### config.mk
export PLATFORM = sky130hd
export DESIGN_NAME = add_round_key_nb
export DESIGN_NICKNAME = d
export VERILOG_FILES = /design/src/rtl/add_round_key_nb.sv
export SDC_FILE = /design/constraint.sdc
export NUM_CORES = 1
export LEC_CHECK = 0
export ABC_AREA = 0
export CAP_MARGIN = 30
export CORE_MARGIN = 8
export CORE_UTILIZATION = 41
export CTS_BUF_LIST = sky130_fd_sc_hd__clkbuf_16
export DETAILED_ROUTE_END_ITERATION = 10
export GPL_ROUTABILITY_DRIVEN = 0
export PLACE_DENSITY = 0.82
export SYNTH_ARGS = -nofsm -noshare
export SYNTH_HDL_FRONTEND = slang
export SYNTH_SLANG_ARGS = --single-unit
### constraint.sdc
create_clock -name ap_clk -period 3.77 [get_ports ap_clk]
set_input_delay 0.5655 -clock ap_clk [delete_from_list [all_inputs] [get_ports ap_clk]]
set_output_delay 0.5655 -clock ap_clk [all_outputs]
set_load 0.02 [all_outputs]
### src/rtl/add_round_key_nb.sv
// rtl/add_round_key_nb.sv - pipelined in-place AddRoundKey over a 4 x nb state array
//
// Purpose:
//   XORs each element of the 4 x nb state array (statemt RAM) with the matching
//   word of round key n (expanded-key word RAM), one element per cycle, writing
//   the result back in place. The block width nb is chosen at runtime, from 1 to
//   NB_MAX columns. Out-of-range values of nb, including 0, select NB_MAX.
//
// Ports:
//   ap_clk, ap_rst      clock, synchronous active-high reset
//   ap_start            start request, sampled in IDLE and DRAIN
//   ap_done, ap_ready   one-cycle pulse while the final write is issued
//   ap_idle             high while the FSM is in IDLE
//   n, nb               round index and column count, latched at start
//   statemt_address0/ce0/q0            state read port, 1-cycle read latency
//   statemt_address1/ce1/we1/d1        state write port
//   word_address0/ce0/q0               key read port, 1-cycle read latency
//
// Element e = 4*j + i, where i is the row and j is the column. The element
// order is column-major. The key word for (i,j) of round n is at address
// i*KEY_STRIDE + n*nb + j.

module add_round_key_nb #(
    parameter int NB_MAX     = 8,
    parameter int DATA_W     = 32,
    parameter int STATE_AW   = 5,
    parameter int WORD_AW    = 9,
    parameter int KEY_STRIDE = 120
) (
    input  logic                ap_clk,
    input  logic                ap_rst,
    input  logic                ap_start,
    output logic                ap_done,
    output logic                ap_idle,
    output logic                ap_ready,
    input  logic [4:0]          n,
    input  logic [3:0]          nb,
    output logic [STATE_AW-1:0] statemt_address0,
    output logic                statemt_ce0,
    input  logic [DATA_W-1:0]   statemt_q0,
    output logic [STATE_AW-1:0] statemt_address1,
    output logic                statemt_ce1,
    output logic                statemt_we1,
    output logic [DATA_W-1:0]   statemt_d1,
    output logic [WORD_AW-1:0]  word_address0,
    output logic                word_ce0,
    input  logic [DATA_W-1:0]   word_q0
);

    typedef enum logic [1:0] {
        S_IDLE  = 2'd0,
        S_RUN   = 2'd1,
        S_DRAIN = 2'd2
    } state_t;

    state_t r_state;
    state_t w_next_state;

    // Per-run values derived from n/nb at acceptance. Only their products are
    // needed after the start, so the raw inputs are not kept.
    logic [STATE_AW-1:0] r_e;          // element currently being read
    logic [STATE_AW-1:0] r_last_e;     // 4*nb_l - 1
    logic [WORD_AW-1:0]  r_key_base;   // n_l * nb_l

    // Single write-stage pipeline register: the read issued last cycle.
    logic                r_wr_valid;
    logic [STATE_AW-1:0] r_e_d1;

    logic [3:0]          w_nb_eff;
    logic [5:0]          w_elems;
    logic [STATE_AW-1:0] w_last_e;
    logic [WORD_AW-1:0]  w_key_base;
    logic                w_accept;
    logic                w_last_rd;
    logic [WORD_AW-1:0]  w_row_off;
    logic [WORD_AW-1:0]  w_col;
    logic [WORD_AW-1:0]  w_word_addr;

    // ------------------------------------------------------------------
    // Start-time parameter derivation
    // ------------------------------------------------------------------
    always_comb begin
        if ((nb == 4'd0) || (nb > 4'(NB_MAX))) begin
            w_nb_eff = 4'(NB_MAX);
        end else begin
            w_nb_eff = nb;
        end
        w_elems    = {w_nb_eff, 2'b00};
        w_last_e   = STATE_AW'(w_elems - 6'd1);
        w_key_base = WORD_AW'(n) * WORD_AW'(w_nb_eff);
    end

    // A start is honoured in IDLE and also in DRAIN, so that runs can be
    // issued back to back without an IDLE bubble. A start in RUN is ignored.
    assign w_accept  = ap_start && ((r_state == S_IDLE) || (r_state == S_DRAIN));
    assign w_last_rd = (r_state == S_RUN) && (r_e == r_last_e);

    // ------------------------------------------------------------------
    // Key address for the element being read: row offset + round base + column
    // ------------------------------------------------------------------
    always_comb begin
        case (r_e[1:0])
            2'd0:    w_row_off = '0;
            2'd1:    w_row_off = WORD_AW'(KEY_STRIDE);
            2'd2:    w_row_off = WORD_AW'(2 * KEY_STRIDE);
            default: w_row_off = WORD_AW'(3 * KEY_STRIDE);
        endcase
        w_col       = WORD_AW'(r_e[STATE_AW-1:2]);
        w_word_addr = w_row_off + r_key_base + w_col;
    end

    // ------------------------------------------------------------------
    // FSM: state register
    // ------------------------------------------------------------------
    always_ff @(posedge ap_clk) begin
        if (ap_rst) begin
            r_state <= S_IDLE;
        end else begin
            r_state <= w_next_state;
        end
    end

    // ------------------------------------------------------------------
    // FSM: next-state logic
    // ------------------------------------------------------------------
    always_comb begin
        w_next_state = r_state;
        case (r_state)
            S_IDLE: begin
                if (ap_start) begin
                    w_next_state = S_RUN;
                end
            end
            S_RUN: begin
                if (w_last_rd) begin
                    w_next_state = S_DRAIN;
                end
            end
            S_DRAIN: begin
                if (ap_start) begin
                    w_next_state = S_RUN;
                end else begin
                    w_next_state = S_IDLE;
                end
            end
            default: begin
                w_next_state = S_IDLE;
            end
        endcase
    end

    // ------------------------------------------------------------------
    // FSM: outputs. Inactive addresses and data are forced to 0, not X.
    // ------------------------------------------------------------------
    always_comb begin
        ap_idle          = (r_state == S_IDLE);
        ap_done          = (r_state == S_DRAIN);
        ap_ready         = (r_state == S_DRAIN);

        statemt_ce0      = 1'b0;
        statemt_address0 = '0;
        word_ce0         = 1'b0;
        word_address0    = '0;
        if (r_state == S_RUN) begin
            statemt_ce0      = 1'b1;
            statemt_address0 = r_e;
            word_ce0         = 1'b1;
            word_address0    = w_word_addr;
        end

        // The write of e overlaps the read of e+1. The addresses always
        // differ, so the write needs no forwarding.
        statemt_ce1      = r_wr_valid;
        statemt_we1      = r_wr_valid;
        statemt_address1 = '0;
        statemt_d1       = '0;
        if (r_wr_valid) begin
            statemt_address1 = r_e_d1;
            statemt_d1       = statemt_q0 ^ word_q0;
        end
    end

    // ------------------------------------------------------------------
    // Element counter, per-run values and the write-stage register
    // ------------------------------------------------------------------
    always_ff @(posedge ap_clk) begin
        if (ap_rst) begin
            r_e        <= '0;
            r_last_e   <= '0;
            r_key_base <= '0;
            r_wr_valid <= 1'b0;
            r_e_d1     <= '0;
        end else begin
            // Every RUN cycle issues a read, and that read is written back
            // on the following cycle.
            r_wr_valid <= (r_state == S_RUN);
            if (r_state == S_RUN) begin
                r_e_d1 <= r_e;
            end else begin
                r_e_d1 <= '0;
            end

            if (w_accept) begin
                r_e        <= '0;
                r_last_e   <= w_last_e;
                r_key_base <= w_key_base;
            end else if (r_state == S_RUN) begin
                if (w_last_rd) begin
                    r_e <= '0;
                end else begin
                    r_e <= r_e + STATE_AW'(1);
                end
            end
        end
    end

endmodule

==> out/metrics.csv <==
stage,metric,value,unit
floorplan,Core ar.,6310,um2
cts,Num Clock Sinks,26,
job,MaxCap Viol Count,0,
floorplan,IO Pins,134,
timing,fmax,275,MHz
cts,clock slew at reported path FFs,70,ps
detailed_routing,via count,2760,
floorplan,total die area,9330,um2
cts,cts bufs inserted,3,
final_layout,area grow syn2layout,56.1,%
detailed_routing,DRC Markers,0,
timing,Final Max Tran Viols,0,
detailed_routing,vias per cell,5.21,
detailed_routing,drt pass-1 iters,4,
critical_path,Critical Path AT,3070,ps
logic_synthesis,post-synthesis sequential area ratio,19.5,%
final_layout,Layout Cells excl Fill,530,
logic_synthesis,synth top area cells,"dfxtp_1, and2_1, ha_1",
logic_synthesis,#FFs+latches synth,26,
final_layout,final net count,563,
cts,Post-CTS Setup Bufs,0,
grt,initial antenna violation count,0,
cts,H-Tree Depth,1,
floorplan,row count,29,
final_layout,"commonest non-fill, non-tap cell in the layout",clkdlybuf4s50_1,
critical_path,"Req. time, crit path",3200,ps
critical_path,reg-to-reg critical path startpoint,r_state[0]$_SDFFE_PP0P_,
worst_hold_path,Worst Hold Class,reg2reg,
critical_path,critical path launch point,r_e[0]$_SDFFE_PP0P_,
power_and_ir_drop,Worst VDD drop,0.169,mV
placed_design,Buffers on Ports,133,
final_layout,most frequent cells in the layout,"clkdlybuf4s50_1, and2_1, xor2_1",
cts,CTS tree,built,
placed_design,Final HPWL DP,7.66,mm
critical_path,CP Class,reg2out,
final_layout,Inserted Diodes,0,
worst_hold_path,Hold Startpoint,r_key_base[8]$_SDFFE_PP0P_,
power_and_ir_drop,leakage dissipation,1.77,nW
cts,clock buffer depth,2,
grt,GRT Overall Usage,18.6,%
timing,Slew @ Worst Pin,946,ps
final_layout,layout cells sized above 1,3.75,%
power_and_ir_drop,PwrDens,253,nW/um2
grt,largest net degree at the start of global routing,40,
timing,hold_ws,480,ps
detailed_routing,DR WL/cell,17.1,um
timing,final setup vio count,0,
timing,unrepaired setup endpoints after global routing,no,
floorplan,Initial Utilization,42.2,%
critical_path,FF-to-FF setup slack,1790,ps
logic_synthesis,syn_area_per_cell,8.15,um2
logic_synthesis,YS warnings,0,
logic_synthesis,ys async rst share,0,%
grt,first-pass GRT wire length,14.5,mm
power_and_ir_drop,overall power,1.05,mW
grt,vias in the first global route,2666,
cts,Root Buffer,clkbuf_16,
timing,Tcrit/Tclk final,96.4,%
logic_synthesis,Syn Nets,436,
floorplan,Die H,96.6,um
logic_synthesis,"EDFF count, synth",0,
placed_design,dpl cells,526,
placed_design,Area after DPL,4050,um2
final_layout,cell area after layout,4160,um2
logic_synthesis,Mapped Cells,327,
logic_synthesis,synthesized area,2660,um2
critical_path,crit end category,primary output,
cts,Skew-Pair Late Insertion Delay,270,ps
logic_synthesis,Synth area leader,dfxtp_1,
logic_synthesis,Yosys cell types,51,
critical_path,startpoint types,register,
grt,GR Overflow Total,0,
timing,post-layout min period,3630,ps
timing,"Hold Vio Cnt, Final",0,
cts,hold buffer count at cts,0,
outcome,outcome,completed,
detailed_routing,Post-Route WL,9.08,mm
detailed_routing,DRT antenna net count,0,
logic_synthesis,Synth top area share,19.5,%
floorplan,die width,96.6,um
cts,post_cts resized,0,
critical_path,Crit Path Max Fanout,10,
timing,Final Skew,4.46,ps
logic_synthesis,Main synth FF type,dfxtp_1,
detailed_routing,DR iter-0 viols,163,
timing,Slew headroom,36.8,%
[routing by layer]
metal | up-vias | GRT usage [%] | part of all wire [%]
met4 | 0 | 4.38 | 0.88
met5 | - | 0 | 0
li1 | 1361 | - | -
met1 | 1280 | 20.0 | 39
met3 | 8 | 4.05 | 6.2
met2 | 111 | 35.6 | 54
[flip-flops by register name, indices dropped and copies added (netlist names)]
name,count
r_e,5
r_e_d1,5
r_key_base,9
r_last_e,4
r_state,2
statemt_ce1,1
[metrics by stage]
step | TNS (ps) | utilization, % | setup WS (ps)
floorplan | 0 | - | 456
global placement | -42.1 | 64.1 | -42.1
detailed placement | -112 | 64.1 | -112
CTS | 0 | 65.7 | 25.8
global route | 0 | 65.9 | 25.8
finish | 0 | 65.9 | 136
[worst max-delay path, cell delays in order, from the launching register on]
cell and delay, ps:
dfxtp_1 460, inv_1 180, ha_1 230, inv_1 90
ha_1 350, a2111o_1 470, o22ai_1 170, mux2i_1 220
clkdlybuf4s50_1 630
[logic make-up (layout without fill, tap and decap cells)]
logic type / count (synthesis) / after routing / synth area share, %
DFF: 26 / 26 / 19.5
AOI/OAI and AO/OA: 50 / 50 / 13.2
buffers and inverters: 31 / 157 / 5.26
xor gates and xnor gates: 42 / 42 / 13.8
and+or+nand+nor: 143 / 143 / 30.0
muxes: 2 / 2 / 0.752
adders and majority gates: 33 / 33 / 17.5
[synthesized netlist by cell type (all sizes together), types with 4 or more instances]
| master | number |
|---|---|
| nand3b | 5 |
| fa | 7 |
| a21oi | 9 |
| inv | 15 |
| nand2 | 24 |
| xor2 | 36 |
| o21ai | 7 |
| buf | 7 |
| a21o | 4 |
| and2 | 55 |
| ha | 26 |
| nor3 | 4 |
| xnor2 | 6 |
| clkbuf | 9 |
| a211oi | 11 |
| nor2 | 18 |
| nand3 | 9 |
| nand2b | 4 |
| dfxtp | 26 |
| nor2b | 7 |
[worst paths after layout]
kind	endpoint	cells after the start
setup / recovery	word_address0[8]	8
hold / removal	r_key_base[8]$_SDFFE_PP0P_	2
setup reg to reg	r_e[4]$_SDFFE_PP0P_	5
hold reg to reg	r_key_base[8]$_SDFFE_PP0P_	2
[power breakdown]
part           total, mW  switching [mW]  internal (mW)
registers          0.310          0.0190          0.291
logic              0.427           0.207          0.220
clock network      0.314           0.103          0.212
total               1.05           0.329          0.722
[final cells by class]
cell class | instances | area (um2)
inverter | 15 | 56.3
tap | 77 | 96.3
timing repair buffer | 138 | 1370
multi-input combinational | 270 | 2010
clock inverter | 1 | 30.0
fill | 530 | 2160
sequential | 26 | 520
clock buffer | 3 | 75.1
Note: power is estimated with default switching activity, not from simulation.
